[config.mk]
export PLATFORM = sky130hd
export DESIGN_NAME = piso_serializer_flat
export DESIGN_NICKNAME = d
export VERILOG_FILES = /design/src/rtl/piso_serializer_pkg.sv /design/src/rtl/piso_serializer_if.sv /design/src/rtl/piso_serializer.sv /design/src/flat_wrapper.sv
export SDC_FILE = /design/constraint.sdc
export NUM_CORES = 1
export LEC_CHECK = 0
export ABC_AREA = 1
export BUFFER_PORTS_ARGS = -buffer_cell sky130_fd_sc_hd__buf_4
export CORE_AREA = 2 2 39 41
export CTS_CLUSTER_SIZE = 28
export DETAILED_ROUTE_END_ITERATION = 6
export DIE_AREA = 0 0 41 43
export PLACE_DENSITY = 0.7
export SYNTH_ARGS = -nofsm -noshare
export SYNTH_HDL_FRONTEND = slang
export SYNTH_SLANG_ARGS = --single-unit
[constraint.sdc]
create_clock -name clk -period 1.6 [get_ports clk]
set_input_delay 0.24 -clock clk [delete_from_list [all_inputs] [get_ports clk]]
set_output_delay 0.24 -clock clk [all_outputs]
set_load 0.005 [all_outputs]
[src/rtl/piso_serializer_pkg.sv]
// Shared definitions for the parallel-in, serial-out serializer:
// the state encoding and the counter-width helper.
package piso_pkg;

    typedef enum logic {
        IDLE  = 1'b0,
        SHIFT = 1'b1
    } state_t;

    // Smallest width that can index value distinct positions (value >= 2).
    function automatic int clog2(input int value);
        int width;
        width = 0;
        while ((32'sd1 <<< width) < value) begin
            width = width + 1;
        end
        return width;
    endfunction

endpackage

[src/rtl/piso_serializer_if.sv]
// Word-in / bit-out handshake bundle between a word producer, the serializer
// and the downstream shift register.
interface piso_serializer_if #(
    parameter int DW = 8
);
    logic          in_valid;
    logic          in_ready;
    logic [DW-1:0] in_data;
    logic          en;
    logic          out;
    logic          out_valid;
    logic          last;

    modport master (
        output in_valid, in_data, en,
        input  in_ready, out, out_valid, last
    );

    modport slave (
        input  in_valid, in_data, en,
        output in_ready, out, out_valid, last
    );
endinterface

[src/rtl/piso_serializer.sv]
// Parallel-in, serial-out serializer: takes a DW-bit word over valid/ready and
// emits one bit per enabled cycle, MSB first unless LSB_FIRST is set.
module piso_serializer
    import piso_pkg::*;
#(
    parameter int DW        = 8,
    parameter bit LSB_FIRST = 1'b0
) (
    input  logic               clk,
    input  logic               rst,
    piso_serializer_if.slave   bus
);

    localparam int             CW       = clog2(DW);
    localparam logic [CW-1:0]  CNT_LAST = CW'(DW - 1);
    localparam logic [CW-1:0]  CNT_ONE  = CW'(1);
    localparam logic [CW-1:0]  CNT_ZERO = CW'(0);

    state_t        state_r;
    logic [DW-1:0] sreg_r;
    logic [CW-1:0] cnt_r;

    logic          at_last_s;
    logic          out_valid_s;
    logic          ready_st_s;
    logic          in_ready_s;
    logic          last_s;
    logic          out_s;
    logic          accept_s;

    // Handshake and serial outputs decoded from the state, counter and shift register.
    always_comb begin
        out_valid_s = 1'b0;
        ready_st_s  = 1'b0;
        at_last_s   = (cnt_r == CNT_LAST);
        case (state_r)
            IDLE: begin
                out_valid_s = 1'b0;
                ready_st_s  = 1'b1;
            end
            SHIFT: begin
                out_valid_s = 1'b1;
                // A new word may only enter as the final bit is being consumed.
                ready_st_s  = at_last_s && bus.en;
            end
            default: begin
                out_valid_s = 1'b0;
                ready_st_s  = 1'b0;
            end
        endcase
        in_ready_s = rst ? 1'b0 : ready_st_s;
        last_s     = out_valid_s && at_last_s;
        if (out_valid_s) begin
            out_s = LSB_FIRST ? sreg_r[0] : sreg_r[DW-1];
        end else begin
            out_s = 1'b0;
        end
        accept_s = bus.in_valid && in_ready_s;
    end

    assign bus.in_ready  = in_ready_s;
    assign bus.out_valid = out_valid_s;
    assign bus.out       = out_s;
    assign bus.last      = last_s;

    // State, bit counter and shift register; en=0 in SHIFT holds everything.
    always_ff @(posedge clk) begin
        if (rst) begin
            state_r <= IDLE;
            sreg_r  <= '0;
            cnt_r   <= CNT_ZERO;
        end else begin
            case (state_r)
                IDLE: begin
                    if (accept_s) begin
                        sreg_r  <= bus.in_data;
                        cnt_r   <= CNT_ZERO;
                        state_r <= SHIFT;
                    end else begin
                        state_r <= IDLE;
                    end
                end
                SHIFT: begin
                    if (bus.en) begin
                        if (at_last_s) begin
                            if (accept_s) begin
                                sreg_r  <= bus.in_data;
                                cnt_r   <= CNT_ZERO;
                                state_r <= SHIFT;
                            end else begin
                                sreg_r  <= '0;
                                cnt_r   <= CNT_ZERO;
                                state_r <= IDLE;
                            end
                        end else begin
                            cnt_r  <= cnt_r + CNT_ONE;
                            sreg_r <= LSB_FIRST ? {1'b0, sreg_r[DW-1:1]}
                                                : {sreg_r[DW-2:0], 1'b0};
                        end
                    end else begin
                        state_r <= SHIFT;
                    end
                end
                default: begin
                    state_r <= IDLE;
                    sreg_r  <= '0;
                    cnt_r   <= CNT_ZERO;
                end
            endcase
        end
    end

endmodule

[src/flat_wrapper.sv]
// flat-port wrapper written by rule: the top's interface ports become plain ports
module piso_serializer_flat import piso_pkg::*;
#(
    parameter int DW        = 8,
    parameter bit LSB_FIRST = 1'b0
)
  (clk, rst, bus_in_valid, bus_in_data, bus_en, bus_in_ready, bus_out, bus_out_valid, bus_last);
  piso_serializer_if #(.DW(DW)) bus_i ();
  input  logic clk;
  input  logic rst;
  input wire logic [$bits(bus_i.in_valid)-1:0] bus_in_valid;
  input wire logic [$bits(bus_i.in_data)-1:0] bus_in_data;
  input wire logic [$bits(bus_i.en)-1:0] bus_en;
  output wire logic [$bits(bus_i.in_ready)-1:0] bus_in_ready;
  output wire logic [$bits(bus_i.out)-1:0] bus_out;
  output wire logic [$bits(bus_i.out_valid)-1:0] bus_out_valid;
  output wire logic [$bits(bus_i.last)-1:0] bus_last;
  assign bus_i.in_valid = bus_in_valid;
  assign bus_i.in_data = bus_in_data;
  assign bus_i.en = bus_en;
  assign bus_in_ready = bus_i.in_ready;
  assign bus_out = bus_i.out;
  assign bus_out_valid = bus_i.out_valid;
  assign bus_last = bus_i.last;
  piso_serializer #(.DW(DW), .LSB_FIRST(LSB_FIRST)) u_core (.clk(clk), .rst(rst), .bus(bus_i));
endmodule
### Yosys cells after proc, flatten, opt, wreduce, memory -nomap -nowiden

Cells that the tools add are included.

| storage, ports and cells | value |
|---|---|
| register bits | 12 |
| bits in latches | 0 |
| memory bits (writable) | 0 |
| ROM bits | 0 |
| bits of input ports | 12 |
| output and inout port bits | 4 |
| logic and storage cells | 29 |
| memories kept | 0 |

| cells by class | value |
|---|---|
| add/subtract/negate cells | 1 |
| multipliers | 0 |
| divide/modulo/power cells | 0 |
| $lt $le $gt $ge | 0 |
| equal/unequal tests | 3 |
| shift-type cells | 0 |
| multiplexer cells | 17 |
| bitwise operators | 1 |
| reductions and logical operators | 4 |

Operators by type and width:

| kind | count |
|---|---|
| $mux 8 | 4 |
| $pmux 8 s2 | 1 |
| $mux 3 | 3 |
| $pmux 1 s2 | 3 |
| $pmux 3 s2 | 1 |
| $mux 1 | 5 |
| $add 3x1->3 const B | 1 |
| $eq 3x3->1 const B | 1 |
| $logic_and 1x1->1 | 3 |
| $ne 2x1->1 const B | 1 |
| $ne 2x2->1 const B | 1 |
| $reduce_and 2->1 | 1 |
| $not 1->1 | 1 |

### Longest topological paths before layout

Gate-level depths: netlist (run 1).

| logic depth | value |
|---|---|
| word-level depth | 9 |
| mapped depth | 8 |
| depth with buffers taken out | 8 |

### Least setup slack after synthesis (run 1)

No wires, ideal clock.

| timing path | value |
|---|---|
| path type | register to register |
| start | register u_core.cnt_r[0] |
| end | register u_core.sreg_r[1] |
| arrival | 1.150 ns |
| slack | 0.331 ns |
| cell stages (with the launch flop) | 8 |
| path buffers | 1 |
| clock period less this slack | 1.269 ns |
| cells stage by stage | dfxtp_1 > ha_1 > ha_1 > buf_2 > nand4_1 > nand2_1 > nand2_1 > a21oi_1 |

| between the ends | value |
|---|---|
| longest elaborated chain between the ends | 9 |
| elaborated cells between the ends (all ways) | 11 |

RTL lines:

| item | line | source |
|---|---|---|
| start, declared | piso_serializer.sv:21 | `logic [CW-1:0] cnt_r;` |
| start signal, assigned | piso_serializer.sv:96 | `cnt_r <= cnt_r + CNT_ONE;` |
| $eq 3x3->1 (*) | piso_serializer.sv:35 | `at_last_s = (cnt_r == CNT_LAST);` |
| $logic_and 1x1->1 | piso_serializer.sv:44 | `ready_st_s = at_last_s && bus.en;` |
| $pmux 1 s2 | piso_serializer.sv:36 | `case (state_r)` |
| $mux 1 | piso_serializer.sv:51 | `in_ready_s = rst ? 1'b0 : ready_st_s;` |
| $logic_and 1x1->1 | piso_serializer.sv:58 | `accept_s = bus.in_valid && in_ready_s;` |
| $mux 8 | piso_serializer.sv:86 | `if (accept_s) begin` |
| $mux 8 | piso_serializer.sv:85 | `if (at_last_s) begin` |
| $mux 8 | piso_serializer.sv:84 | `if (bus.en) begin` |
| $pmux 8 s2 | piso_serializer.sv:73 | `case (state_r)` |
| end signal, assigned | piso_serializer.sv:76 | `sreg_r <= bus.in_data;` |
| end signal, assigned | piso_serializer.sv:87 | `sreg_r <= bus.in_data;` |
| end signal, assigned | piso_serializer.sv:97 | `sreg_r <= LSB_FIRST ? {1'b0, sreg_r[DW-1:1]}` |
| end, declared | piso_serializer.sv:20 | `logic [DW-1:0] sreg_r;` |

Every way passes the cells marked *; elsewhere a longest branch is shown, timed or not. The select of a mux whose other input is x is not followed.
A chain may end at the register's enable or synchronous reset.

### Worst setup path after layout (run 1)

| timing path | value |
|---|---|
| start | register u_core.cnt_r[0] |
| end | output bus_in_ready |

| between the ends | value |
|---|---|
| longest elaborated chain between the ends | 4 |

RTL lines:

| item | line | source |
|---|---|---|
| $eq 3x3->1 | piso_serializer.sv:35 |  |
| $logic_and 1x1->1 | piso_serializer.sv:44 |  |
| $pmux 1 s2 | piso_serializer.sv:36 |  |
| $mux 1 | piso_serializer.sv:51 |  |
| end, declared | flat_wrapper.sv:14 | `output wire logic [$bits(bus_i.in_ready)-1:0] bus_in_ready;` |

Every way passes these cells.

==> flow_metrics.tcl, run 1 <==
set metrics [dict create \
    result_of_the_run "finished, final reports clean" \
    ctsLongestPathBuffers 2 \
    pin_count 16 \
    post_drt_wl_per_cell_um 10.7 \
    ctsRootBufferMaster "sky130_fd_sc_hd__clkbuf_4" \
    antenna_left 0 \
    worst_skew_pair.late_latency_ps 280 \
    synth_enable_flop_cells 0 \
    worst-endpoint-arrival_ps 1320 \
    dp_cells 118 \
    place_ws_ps 198 \
    yosys_warnings 0 \
    syn-num-nets 101 \
    hold-worst-slack_ps 163 \
    ctsHoldBuffers 0 \
    first_pass_iters 4 \
    crit_path_start_kind "flip-flop" \
    drt_drc_violations_left 0 \
    synth.top_cells.by_count "sky130_fd_sc_hd__nand2_1, sky130_fd_sc_hd__nor2_1, sky130_fd_sc_hd__dfxtp_1" \
    place_congestion 0.732 \
    pin_count_of_the_biggest_net_entering_global_routing 11 \
    worst_slew_pin_slew_ps 323 \
    min_period_ps 1560 \
    syn2layout_area_growth_pct 38.6 \
    clock_power_share_pct 35.6 \
    drt_wl_total_mm 1.33 \
    cts_inserted_buffers 3 \
    synth_flop_cell "sky130_fd_sc_hd__dfxtp_1" \
    max_clock_freq_mhz 641 \
    num_antenna_cells 0 \
    detailedPlacementHpwl_um 949 \
    post_synth_num_cell_types 15 \
    postSynthRegisterBits 12 \
    worstHoldPathType "input port to flip-flop" \
    grt_first_pass_wirelength_mm 2.26 \
    synth_area_leaders "sky130_fd_sc_hd__dfxtp_1, sky130_fd_sc_hd__nand2_1, sky130_fd_sc_hd__nor2_1" \
    dr.first_iter.drc_count 15 \
    final_max_slew_viols 0 \
    die_w_um 41 \
    worstPathMaxFanout 4 \
    clock_tree.htree_level_count 1 \
    overflow 0 \
    floorplan.die.height_um 43 \
    sw_frac_of_total_pct 26.7 \
    vias 641 \
    slew-limit-headroom_pct 78.4 \
    drv.max_cap_violation_count 0 \
    cts.reportedPaths.clkPinSlew_ps 80 \
    report.final.setup_viol 0 \
    grt_setup_unrepaired "true" \
    port_buffer_count 15 \
    post-route-period-util_pct 97.5 \
    layout_fillers 136 \
    finClkSkew_ps 8.64 \
    gr-usage-all-layers_pct 18.6 \
    cts.sink_count 12 \
    number_of_global_route_vias_before_repair 551 \
    syn-cell-area_um2 603 \
    seq_power_share_pct 47.8 \
    die-area_um2 1760 \
    power_frac_comb_pct 16.6 \
    cts_tree "built" \
    internal-power_uw 514 \
    kind_of_critical_path "flip-flop to output port" \
    drt-vias-per-instance 5.17 \
    required_ps 1360 \
    leakage_uw 0.000422 \
    synth.most_common_cell "sky130_fd_sc_hd__nand2_1" \
    netlist.top_cell.by_area "sky130_fd_sc_hd__dfxtp_1" \
    end_kind "output port" \
    report.final.hold_viol_count 0 \
    number_of_antenna_violations_at_the_first_check_in_global_routing 0 \
    power.density_cell_area_nw_per_um2 839 \
    syn-instance-count 87 \
    start_util_pct 43.6 \
    finish.net_count 123 \
    core_um2 1380 \
    power.ir.vdd_worst_mv 0.732 \
    final_layout_size_suffix_gt1_share_pct 32.4 \
    ys_async_sr_fraction_pct 0 \
    synth_top_area_share_pct 39.8 \
    power.net_switching_uw 187 \
    placement_rows 14 \
    syn_avg_cell_area_um2 6.93 \
    synth_sequential_area_ratio_pct 39.8 \
    finish.cell_count_without_fillers 124 \
    final.setup.worst_slack_ps 39.4 \
]
==> routing by layer <==
| layer | routed length (um) | vias up | track usage, % |
|---|---|---|---|
| met4 | 32 | 0 | 10.0 |
| met3 | 66 | 2 | 3.14 |
| met1 | 645 | 296 | 26.6 |
| met5 | 0 | - | 0 |
| li1 | - | 327 | - |
| met2 | 584 | 16 | 25.6 |
==> layout by cell type (no fill, tap or decap), types with 3 or more instances in the layout <==
cell | Yosys | final
sky130_fd_sc_hd__buf_4 | 0 | 18
sky130_fd_sc_hd__inv_1 | 4 | 3
sky130_fd_sc_hd__nand2_1 | 25 | 23
sky130_fd_sc_hd__clkbuf_4 | 0 | 3
sky130_fd_sc_hd__nor2_1 | 17 | 16
sky130_fd_sc_hd__o21ai_0 | 8 | 8
sky130_fd_sc_hd__dfxtp_1 | 12 | 10
sky130_fd_sc_hd__a21oi_1 | 10 | 10
==> repair_timing <==
| item | in CTS | in global routing |
|---|---|---|
| endpoints found under the setup margin | 2 | 2 |
| buffers inserted | 0 | 2 |
| gates resized for setup | 6 | 6 |
| endpoints found under the hold margin | 0 | 0 |
==> layout make-up <==
| type | instances | area [um2] | share of cell area, % |
|---|---|---|---|
| Inverter | 6 | 27.5 | 3.29 |
| Tap cell | 16 | 20.0 | 2.40 |
| Clock buffer | 4 | 36.3 | 4.34 |
| Timing Repair Buffer | 19 | 146 | 17.5 |
| Sequential cell | 12 | 243 | 29.0 |
| Multi-Input combinational cell | 67 | 363 | 43.4 |
==> through the flow <==
stage	area, um2	TNS, ps	power [uW]	util (%)
6_report	836	0	701	60.4
5_1_grt	836	-21.3	736	60.4
4_1_cts	787	-33.4	695	56.9
3_5_place_dp	741	0	450	53.5
3_3_place_gp	741	0	448	53.5
2_1_floorplan	603	0	400	-
==> registers in the layout, indices dropped and copies added, names as in the netlist <==
| register | cells |
|---|---|
| u_core.cnt_r | 3 |
| u_core.sreg_r | 8 |
| u_core.state_r | 1 |
==> critical path, stage by stage (launching register included) <==
cell,delay (ps)
sky130_fd_sc_hd__dfxtp_2,350
sky130_fd_sc_hd__ha_4,160
sky130_fd_sc_hd__ha_4,160
sky130_fd_sc_hd__nand2_2,50
sky130_fd_sc_hd__nand2_2,60
sky130_fd_sc_hd__inv_2,90
sky130_fd_sc_hd__nor2_4,40
sky130_fd_sc_hd__buf_4,120
==> final timing paths <==
| check | from | endpoint | slack, ps | cells past startpoint |
|---|---|---|---|---|
| setup / recovery | u_core.cnt_r[0]$_SDFFE_PP0P_ | bus_in_ready | 40 | 7 |
| setup reg to reg | u_core.cnt_r[0]$_SDFFE_PP0P_ | u_core.sreg_r[7]$_SDFFE_PP0P_ | 270 | 8 |
| hold / removal | rst | u_core.cnt_r[1]$_SDFFE_PP0P_ | 160 | 2 |
| hold reg to reg | u_core.sreg_r[0]$_SDFFE_PP0P_ | u_core.sreg_r[0]$_SDFFE_PP0P_ | 480 | 2 |
==> power by group through the flow <==
stage | Clock, uW | Sequential [uW] | Combinational (uW)
floorplan | 0 | 335 | 65.3
global placement | 0 | 340 | 108
detailed placement | 0 | 340 | 110
CTS | 249 | 334 | 112
global route | 265 | 339 | 132
finish | 250 | 335 | 116
==> cell families after synthesis <==
family | after synthesis | share of synthesized area, %
fa+ha+maj | 2 | 4.15
buf+inv | 8 | 6.22
flops | 12 | 39.8
compound gates | 19 | 16.6
simple gates | 46 | 33.2
No activity file was read; power rests on OpenSTA's default activity.
==> run 2: changes to the inputs <==
--- a/config.mk
+++ b/config.mk
@@ -5,13 +5,12 @@
 export SDC_FILE = /design/constraint.sdc
 export NUM_CORES = 1
 export LEC_CHECK = 0
-export ABC_AREA = 1
 export BUFFER_PORTS_ARGS = -buffer_cell sky130_fd_sc_hd__buf_4
 export CORE_AREA = 2 2 39 41
 export CTS_CLUSTER_SIZE = 28
 export DETAILED_ROUTE_END_ITERATION = 6
 export DIE_AREA = 0 0 41 43
-export PLACE_DENSITY = 0.7
+export PLACE_DENSITY = 0.72
 export SYNTH_ARGS = -nofsm -noshare
 export SYNTH_HDL_FRONTEND = slang
 export SYNTH_SLANG_ARGS = --single-unit
==> flow_metrics.tcl, run 2 <==
set metrics [dict create \
    result_of_the_run "finished, final reports clean" \
    synth_area_leaders "sky130_fd_sc_hd__dfxtp_1, sky130_fd_sc_hd__o21ai_0, sky130_fd_sc_hd__nor2_1" \
    post-route-period-util_pct 95.0 \
    report.final.hold_viol_count 0 \
    cpPeakStageDelay_ps 340 \
    detailedPlacementHpwl_um 963 \
    critical_path.slowest_cell "sky130_fd_sc_hd__dfxtp_2" \
    required_ps 1360 \
    worstSetupStartpoint "u_core.cnt_r[1]$_SDFFE_PP0P_" \
    layout.cells.most_common "sky130_fd_sc_hd__buf_4" \
    synth.top_cells.by_count "sky130_fd_sc_hd__o21ai_0, sky130_fd_sc_hd__nor2_1, sky130_fd_sc_hd__dfxtp_1" \
    gr-usage-all-layers_pct 19.4 \
    die-area_um2 1760 \
    finish.net_count 109 \
    syn-instance-count 74 \
    reg2regPathDepth 6 \
    critPathMostFrequentCell "sky130_fd_sc_hd__ha_4" \
    met3_wirelength_um 57 \
    cts.reportedPaths.clkPinSlew_ps 70 \
    routed-wl-met2_um 664 \
    port_buffer_count 15 \
    grt_setup_unrepaired "false" \
    power.density_cell_area_nw_per_um2 764 \
    final.setup.worst_slack_ps 80.8 \
    end_kind "output port" \
    layout.cells.most_common_list "sky130_fd_sc_hd__buf_4, sky130_fd_sc_hd__o21ai_0, sky130_fd_sc_hd__nor2_1" \
    regMostFlops "u_core.sreg_r" \
    number_of_global_route_vias_before_repair 528 \
    place_congestion 0.785 \
    clock_tree.htree_level_count 1 \
    worstHoldPathType "input port to flip-flop" \
    syn2layout_area_growth_pct 32.2 \
    vias 608 \
    synth_sequential_area_ratio_pct 38.2 \
    core_um2 1380 \
    synth_top_area_share_pct 38.2 \
    ctsRootBufferMaster "sky130_fd_sc_hd__clkbuf_4" \
    synth_enable_flop_cells 0 \
    floorplan.die.height_um 43 \
    leakage_uw 0.000369 \
    place_ws_ps 40.3 \
    start_util_pct 45.5 \
    top_layer "met4" \
    post_drt_wl_per_cell_um 13.1 \
    syn_avg_cell_area_um2 8.50 \
    num_antenna_cells 0 \
    r2r_path_start "u_core.cnt_r[0]$_SDFFE_PP0P_" \
    kind_of_critical_path "flip-flop to output port" \
    grt_first_pass_wirelength_mm 2.34 \
    worst_hold_path.num_cells 3 \
    number_of_antenna_violations_at_the_first_check_in_global_routing 0 \
    dr.first_iter.drc_count 13 \
    slew-limit-headroom_pct 72.9 \
    fin_setup_tns_ps 0 \
    drt_wl_total_mm 1.42 \
    cp_cell_sequence "ha_4, ha_4, a21boi_2, nor2_1, buf_4" \
    antenna_left 0 \
    worst-endpoint-arrival_ps 1280 \
    pin_count_of_the_biggest_net_entering_global_routing 16 \
    cts_tree "built" \
    hold_path.startpoint "bus_in_valid" \
    biggestRegsByFlops "u_core.sreg_r: 8 flops, u_core.cnt_r: 3 flops, u_core.state_r: 1 flops" \
    report.final.setup_viol 0 \
    multi_input_area_um2 395 \
    die_w_um 41 \
    route.layer.met1.wl_um 679 \
    pin_count 16 \
    post_synth_num_cell_types 23 \
    yosys_warnings 0 \
    largest_register_ffs 8 \
    netlist.top_cell.by_area "sky130_fd_sc_hd__dfxtp_1" \
    worstPathMaxFanout 6 \
    ys_async_sr_fraction_pct 0 \
    cts_inserted_buffers 3 \
    worst_slew_pin_slew_ps 405 \
    cts.sink_count 12 \
    drt-vias-per-instance 5.58 \
    final_layout_size_suffix_gt1_share_pct 33.3 \
    power.ir.vdd_worst_mv 0.454 \
    drv.max_cap_violation_count 0 \
    max_clock_freq_mhz 658 \
    synth_flop_cell "sky130_fd_sc_hd__dfxtp_1" \
    finish.cell_count_without_fillers 109 \
    ctsHoldBuffers 0 \
    worst_skew_pair.late_latency_ps 270 \
    drt_drc_violations_left 0 \
    dp_cells 103 \
    overflow 0 \
    finClkSkew_ps 0.895 \
    register_area_um2 243 \
    first_pass_iters 4 \
    postSynthRegisterBits 12 \
    syn-num-nets 88 \
    final_max_slew_viols 0 \
    crit_path_start_kind "flip-flop" \
    ctsLongestPathBuffers 2 \
    synth.most_common_cell "sky130_fd_sc_hd__o21ai_0" \
    layout_fillers 132 \
    min_period_ps 1520 \
    syn-cell-area_um2 629 \
    placement_rows 14 \
]
[run 2: cell count changes after synthesis, sizes merged, moves of 3 or more]
cell / delta
a21oi: -9
nor2b: +4
o21ai: +6
and2b: +3
a211oi: +7
nor2: -4
nand2: -23
inv: -4
[run 2: critical path, delay by kind of cell (launching register included)]
family	cells	cell delay [ps]
simple gates	1	50
compound gates	1	150
fa+ha+maj	2	330
flops	1	340
buf+inv	1	130
[run 2: kinds of logic after synthesis]
group                    share of synthesized area (%)
adder cells (fa/ha/maj)                           3.98
multiplexers                                      3.38
AO/OA/AOI/OAI                                     26.4
AND/OR/NAND/NOR                                   24.5
flip-flops                                        38.2
buffers and inverters                             3.58
[run 2: final cells by class]
| cell class | instances | area share [%] |
|---|---|---|
| Timing Repair Buffer | 19 | 17.7 |
| Sequential cell | 12 | 29.2 |
| Tap cell | 16 | 2.41 |
| Clock buffer | 3 | 2.71 |
| Inverter | 1 | 0.451 |
| Multi-Input combinational cell | 58 | 47.5 |
[run 2: power by group]
group	internal [uW]	leakage [uW]	switching [uW]
registers	321	0.000100	16.6
clock network	87.0	0.0000138	92.3
logic	64.0	0.000255	54.3
[run 2: per-layer routing]
metal / up-vias / track usage, %
met5: - / 0
met4: 0 / 10.0
met3: 4 / 3.14
met2: 15 / 27.2
met1: 279 / 27.5
li1: 310 / -
[run 2: what timing repair did]
item	in CTS	in global routing
resized for setup	4	4
pin swaps	0	1
setup buffers	0	3
endpoints found under the setup margin	2	2
[run 2: worst paths after layout]
| kind | endpoint | slack (ps) |
|---|---|---|
| setup / recovery | bus_in_ready | 80 |
| hold / removal | u_core.state_r$_SDFF_PP0_ | 230 |
| setup reg to reg | u_core.sreg_r[4]$_SDFFE_PP0P_ | 150 |
| hold reg to reg | u_core.cnt_r[0]$_SDFFE_PP0P_ | 480 |
[run 2: through the flow]
stage / hold WS (ps) / cell area [um2] / power [uW] / util [%]
after floorplan: 313 / 629 / 413 / -
after global placement: 455 / 751 / 459 / 54.2
after detailed placement: 463 / 751 / 460 / 54.2
after CTS: 227 / 790 / 640 / 57.1
after global routing: 251 / 832 / 674 / 60.1
final: 230 / 832 / 636 / 60.1
